==> src/rtl/multichannel_ss_adc.sv <==
// -----------------------------------------------------------------------------
// multichannel_ss_adc
//
// Back end for a multi-channel single-slope ADC. One analog ramp and one
// digital count are shared by CHANNELS comparators. A start request discharges
// the ramp for one cycle, then a single count sweep runs. Each channel latches
// the count at the first rising edge of its synchronized comparator output.
// All channel results are published together with a one-cycle valid strobe.
//
// Ports
//   clk_i          : single clock, all logic on its rising edge
//   rst_ni         : synchronous active-low reset
//   start_i        : conversion request, honoured only while idle
//   comp_out_i     : asynchronous comparator outputs, bit i is channel i
//   ramp_reset_o   : high holds the analog ramp discharged
//   busy_o         : high from the ramp-reset cycle through the done cycle
//   valid_o        : one-cycle strobe, results have just been updated
//   hit_o          : bit i set when channel i captured a crossing
//   digital_val_o  : channel i result in bits [i*WIDTH +: WIDTH]
// -----------------------------------------------------------------------------
module multichannel_ss_adc #(
  parameter int WIDTH       = 8,
  parameter int CHANNELS    = 4,
  parameter int SYNC_STAGES = 2
) (
  input  logic                      clk_i,
  input  logic                      rst_ni,
  input  logic                      start_i,
  input  logic [CHANNELS-1:0]       comp_out_i,
  output logic                      ramp_reset_o,
  output logic                      busy_o,
  output logic                      valid_o,
  output logic [CHANNELS-1:0]       hit_o,
  output logic [CHANNELS*WIDTH-1:0] digital_val_o
);

  localparam logic [WIDTH-1:0] FULL_SCALE = '1;

  typedef enum logic [1:0] {
    IDLE,
    RAMP_RST,
    CONVERT,
    DONE
  } state_e;

  state_e                      state_q;
  logic [WIDTH-1:0]            count_q;
  logic                        ramp_reset_q;
  logic                        busy_q;
  logic                        valid_q;
  logic [CHANNELS-1:0]         hit_q;
  logic [CHANNELS*WIDTH-1:0]   digital_val_q;

  // Per-channel working state for the conversion in progress.
  logic [CHANNELS-1:0]         captured_q;
  logic [CHANNELS-1:0]         captured_d;
  logic [CHANNELS-1:0]         hist_q;
  logic [CHANNELS-1:0]         new_cap;
  logic [WIDTH-1:0]            cap_val_q [CHANNELS];
  logic [WIDTH-1:0]            cap_val_d [CHANNELS];
  logic [CHANNELS*WIDTH-1:0]   result_d;
  logic                        sweep_end;

  // Synchronizer chain; stage 0 is the first flop to see comp_out_i.
  logic [CHANNELS-1:0]         sync_q [SYNC_STAGES];
  logic [CHANNELS-1:0]         sync_out;

  assign sync_out = sync_q[SYNC_STAGES-1];

  // Comparator outputs are asynchronous to clk_i, so each bit passes through
  // SYNC_STAGES flops before any decision is made on it.
  always_ff @(posedge clk_i) begin
    if (!rst_ni) begin
      for (int s = 0; s < SYNC_STAGES; s++) begin
        sync_q[s] <= '0;
      end
    end else begin
      sync_q[0] <= comp_out_i;
      for (int s = 1; s < SYNC_STAGES; s++) begin
        sync_q[s] <= sync_q[s-1];
      end
    end
  end

  // Capture decisions for the current CONVERT cycle. A capture happens only on
  // the first rising edge of a channel; the edge history is loaded on ramp
  // reset, so a comparator already high at that point never produces an edge.
  // The sweep ends on full-scale count or once every channel has captured,
  // counting captures made in this same cycle.
  always_comb begin
    new_cap    = '0;
    captured_d = captured_q;
    cap_val_d  = cap_val_q;
    result_d   = '0;
    sweep_end  = 1'b0;
    if (state_q == CONVERT) begin
      new_cap = sync_out & ~hist_q & ~captured_q;
    end
    captured_d = captured_q | new_cap;
    for (int i = 0; i < CHANNELS; i++) begin
      if (new_cap[i]) begin
        cap_val_d[i] = count_q;
      end
      result_d[i*WIDTH +: WIDTH] = captured_d[i] ? cap_val_d[i] : FULL_SCALE;
    end
    sweep_end = (count_q == FULL_SCALE) || (&captured_d);
  end

  // Conversion state machine. Outputs are registered and set on the edge that
  // enters each state, so they line up with the state they describe. Results
  // are loaded on the edge into DONE so they are already visible while valid
  // is high, and they then hold until the next DONE.
  always_ff @(posedge clk_i) begin
    if (!rst_ni) begin
      state_q       <= IDLE;
      count_q       <= '0;
      ramp_reset_q  <= 1'b1;
      busy_q        <= 1'b0;
      valid_q       <= 1'b0;
      hit_q         <= '0;
      digital_val_q <= '0;
      captured_q    <= '0;
      hist_q        <= '0;
      for (int i = 0; i < CHANNELS; i++) begin
        cap_val_q[i] <= '0;
      end
    end else begin
      valid_q <= 1'b0;
      case (state_q)
        IDLE: begin
          ramp_reset_q <= 1'b1;
          if (start_i) begin
            state_q <= RAMP_RST;
            busy_q  <= 1'b1;
          end
        end

        RAMP_RST: begin
          count_q      <= '0;
          captured_q   <= '0;
          hist_q       <= sync_out;
          for (int i = 0; i < CHANNELS; i++) begin
            cap_val_q[i] <= '0;
          end
          ramp_reset_q <= 1'b0;
          state_q      <= CONVERT;
        end

        CONVERT: begin
          hist_q     <= sync_out;
          captured_q <= captured_d;
          cap_val_q  <= cap_val_d;
          if (sweep_end) begin
            state_q       <= DONE;
            ramp_reset_q  <= 1'b1;
            valid_q       <= 1'b1;
            hit_q         <= captured_d;
            digital_val_q <= result_d;
          end else begin
            count_q <= count_q + 1'b1;
          end
        end

        DONE: begin
          state_q <= IDLE;
          busy_q  <= 1'b0;
        end

        default: begin
          state_q      <= IDLE;
          busy_q       <= 1'b0;
          ramp_reset_q <= 1'b1;
        end
      endcase
    end
  end

  assign ramp_reset_o  = ramp_reset_q;
  assign busy_o        = busy_q;
  assign valid_o       = valid_q;
  assign hit_o         = hit_q;
  assign digital_val_o = digital_val_q;

endmodule
==> config.mk <==
export PLATFORM = sky130hd
export DESIGN_NAME = multichannel_ss_adc
export DESIGN_NICKNAME = d
export VERILOG_FILES = /design/src/rtl/multichannel_ss_adc.sv
export SDC_FILE = /design/constraint.sdc
export NUM_CORES = 1
export LEC_CHECK = 0
export CORE_MARGIN = 2
export CORE_UTILIZATION = 55
export DETAILED_ROUTE_END_ITERATION = 8
export GPL_ROUTABILITY_DRIVEN = 0
export GPL_TIMING_DRIVEN = 0
export HOLD_SLACK_MARGIN = 0.02
export PLACE_DENSITY_LB_ADDON = 0.3
export SYNTH_ARGS = -nofsm -noshare
export SYNTH_HDL_FRONTEND = slang
export SYNTH_SLANG_ARGS = --single-unit
export TNS_END_PERCENT = 100
==> constraint.sdc <==
create_clock -name clk_i -period 5.6 [get_ports clk_i]
set_input_delay 1.12 -clock clk_i [delete_from_list [all_inputs] [get_ports clk_i]]
set_output_delay 1.12 -clock clk_i [all_outputs]
set_load 0.005 [all_outputs]
==> flow_metrics.env, run 1 <==
export IMPL_irDropWorstVdd_uv=159.1
export IMPL_insertion_delay_ps=360
export IMPL_final_common_cell="dfxtp_1"
export IMPL_crit_start="rst_ni"
export IMPL_fin_cells=588
export IMPL_fin_crit_ps=2704
export IMPL_synth_seq_cells=97
export IMPL_internal_power_mw=1.031
export IMPL_cts_made_buffers=9
export IMPL_fmax_mhz=369.8
export IMPL_cts_repair_resized=0
export IMPL_syn2layout_area_growth_pct=19.03
export IMPL_dp_cells=572
export IMPL_hpwl_um=6626
export IMPL_ys_flop_type="dfxtp_1"
export IMPL_clockRootBuffer="clkbuf_8"
export IMPL_worst_path_most_repeated_cell="clkbuf_1"
export IMPL_portBuffers=45
export IMPL_regToRegEndpoint="count_q[5]"
export IMPL_synth_warnings=0
export IMPL_num_rows=31
export IMPL_path_max_fanout=10
export IMPL_cp_arrival_ps=3000
export IMPL_antenna_left=0
export IMPL_swShare_pct=32.80
export IMPL_slowest_stage="clkdlybuf4s50_1"
export IMPL_cts_hold_fix_buffers=0
export IMPL_vias_per_cell=6.043
export IMPL_synthArstFlopShare_pct=0
export IMPL_yosysSeqAreaShare_pct=47.86
export IMPL_syn_num_nets=440
export IMPL_hold_violations=0
export IMPL_totalWireLength_um=9700
export IMPL_vias=3553
export IMPL_reg2reg_depth=9
export IMPL_num_nets_final=496
export IMPL_grt_pass1_wl_um=16280
export IMPL_n_fill_cell=623
export IMPL_r2r_start="state_q[0]"
export IMPL_grt_pass1_vias=3403
export IMPL_grt_start_max_net_pins=16
export IMPL_core_sq_um=7214
export IMPL_start_util_pct=56.24
export IMPL_rsz0062_at_grt="false"
export IMPL_drive_above_1_share_pct=5.726
export IMPL_track_usage_pct=24.61
export IMPL_cts_tree="done"
export IMPL_maxSlewHeadroom_pct=57.75
export IMPL_post_drt_wl_per_cell_um=16.50
export IMPL_detail_route_iter0_violations=260
export IMPL_grt_ovfl_total=0
export IMPL_p_seq_share_pct=47.1
export IMPL_maxSlewViolCount=0
export IMPL_post_route_period_util_pct=48.28
export IMPL_die_area_sq_um=8080
export IMPL_tns_ps=0
export IMPL_power_density_cell_area_nw_per_um2=317.8
export IMPL_power_mw=1.535
export IMPL_drc=0
export IMPL_worstMarginPinSlew_ps=633.8
export IMPL_syn_avg_cell_area_sq_um=9.480
export IMPL_yosysTopAreaCell="dfxtp_1"
export IMPL_dieWidth_um=89.89
export IMPL_dr_pass1_iters=5
export IMPL_yosys_top_cells_area="dfxtp_1, mux2i_1, o221ai_1"
export IMPL_antenna_found_initial=0
export IMPL_fin_skew_ps=13.26
export IMPL_status="complete, no violations"
export IMPL_clock_path_buffers=2
export IMPL_critPathRequiredTime_ps=5900
export IMPL_path_class="in2reg"
export IMPL_ctsHtreeMaxLevel=3
export IMPL_crit_path_start_kind="primary input"
export IMPL_final_cell_mix="dfxtp_1, nand2_1, nor2_1"
export IMPL_synth_area_sq_um=4058
export IMPL_post_cts_buffers=0
export IMPL_crit_path_cell_trace="clkdlybuf4s50_1 -> clkbuf_1 -> clkbuf_1 -> o221ai_1 -> mux2i_1"
export IMPL_p_sw_mw=0.5033
export IMPL_cts_sinks=97
export IMPL_critPathCaptureType="register"
export IMPL_pwr_share_comb_pct=23.0
export IMPL_path_clk_slew_ps=90
export IMPL_slowest_delay_ps=520
export IMPL_diodes=0
export IMPL_worstSetupEndpoint="digital_val_o[31]"
export IMPL_synth_edf_count=0
export IMPL_synthCells=428
export IMPL_clockPowerShare_pct=29.9
export IMPL_maxCapViolCount=0
export IMPL_utilization_pct=66.94
export IMPL_synth_top_area_share_pct=47.86
export IMPL_die_h_um=89.89
export IMPL_io_pins=46
export IMPL_setup_viol=0
export IMPL_p_leak_nw=1.607
export IMPL_r2r_setup_slack_ps=3400
export IMPL_synthDistinctLibCells=41
export IMPL_min_path_type="reg2reg"
-- worst min path at each step --
stage                  from           end  slack (ps)  cells past startpoint
2_1_floorplan  sync_q[0][0]  sync_q[0][4]         410                      1
3_3_place_gp   sync_q[0][0]  sync_q[0][4]         410                      1
3_5_place_dp   sync_q[0][3]  sync_q[0][7]         420                      1
4_1_cts        sync_q[0][3]  sync_q[0][7]         440                      1
5_1_grt        sync_q[0][2]  sync_q[0][6]         470                      1
6_report       sync_q[0][2]  sync_q[0][6]         440                      1
-- sequential cells by signal (all words and copies together) (netlist names) --
name	cells
cap_val_q	32
ramp_reset_o	1
valid_o	1
count_q	8
digital_val_o	32
sync_q	8
hist_q	4
busy_o	1
captured_q	4
hit_o	4
state_q	2
-- through the flow --
stage	hold WS, ps	instance area, sq um	setup slack, ps
2_1_floorplan	411.9	4058	3609
3_3_place_gp	414.9	4632	2552
3_5_place_dp	422.2	4632	2563
4_1_cts	441.2	4830	2934
5_1_grt	467.8	4830	2812
6_report	437.3	4830	2896
-- cell usage after synthesis, types with 5 or more instances --
library cell,count
dfxtp_1,97
nand2_1,52
nor2_1,49
mux2i_1,37
a22oi_1,32
o221ai_1,32
clkbuf_1,29
a21oi_1,11
and2_1,10
inv_1,9
nand3_1,6
a31oi_1,5
ha_1,5
-- metal layers --
metal / global-route usage (%) / wire length [um] / share of wire (%) / vias to the layer above
met4: 9.231 / 221 / 2.3 / 0
met1: 33.50 / 4350 / 45 / 1707
met3: 4.526 / 612 / 6.3 / 25
met5: 0 / 0 / 0 / -
met2: 39.33 / 4516 / 47 / 146
li1: - / - / - / 1675
-- logic make-up after synthesis --
| family | synth area share (%) |
|---|---|
| compound gates | 19.92 |
| mux | 9.127 |
| fa+ha+maj | 1.542 |
| buf+inv | 5.118 |
| simple gates | 16.44 |
| flops | 47.86 |
-- final cells by class --
| class | instances | area (sq um) | area share [%] |
|---|---|---|---|
| Buffer | 36 | 170.2 | 3.523 |
| Clock buffer | 12 | 145.1 | 3.005 |
| Clock inverter | 4 | 52.55 | 1.088 |
| Inverter | 10 | 37.54 | 0.7772 |
| Multi-Input combinational cell | 285 | 1908 | 39.51 |
| Sequential cell | 97 | 1942 | 40.21 |
| Tap cell | 99 | 123.9 | 2.565 |
| Timing Repair Buffer | 45 | 450.4 | 9.326 |
-- power by group through the flow --
| stage | sequential, mW | combinational [mW] | clock, mW |
|---|---|---|---|
| after floorplan | 0.737 | 0.242 | 0 |
| after global placement | 0.738 | 0.337 | 0 |
| after detailed placement | 0.739 | 0.342 | 0 |
| after CTS | 0.723 | 0.344 | 0.458 |
| after global routing | 0.727 | 0.385 | 0.493 |
| final | 0.723 | 0.352 | 0.459 |
-- critical path: cells and delay by family --
kind,cells,cell delay [ps]
buf+inv,3,1440
compound gates,1,260
mux,1,170
Power figures use the tool's default switching activity.
==> run 2, diff against run 1 <==
Clock period 5.6 ns to 2.5 ns, I/O delays scaled along.
==> results of run 2 <==
The final DEF is identical to that of run 1. Status: complete, no violations.
Among the figures that moved: setup slack after placement 2563 ps -> 82.54 ps; setup slack after layout 2896 ps -> 295.6 ps; start point of the critical path rst_ni -> state_q[0]; end point of the critical path digital_val_o[31] -> count_q[5]; register-to-register setup slack 3400 ps -> 300 ps; total power 1.535 mW -> 3.438 mW; worst IR drop on VDD 159.1 uV -> 356.3 uV
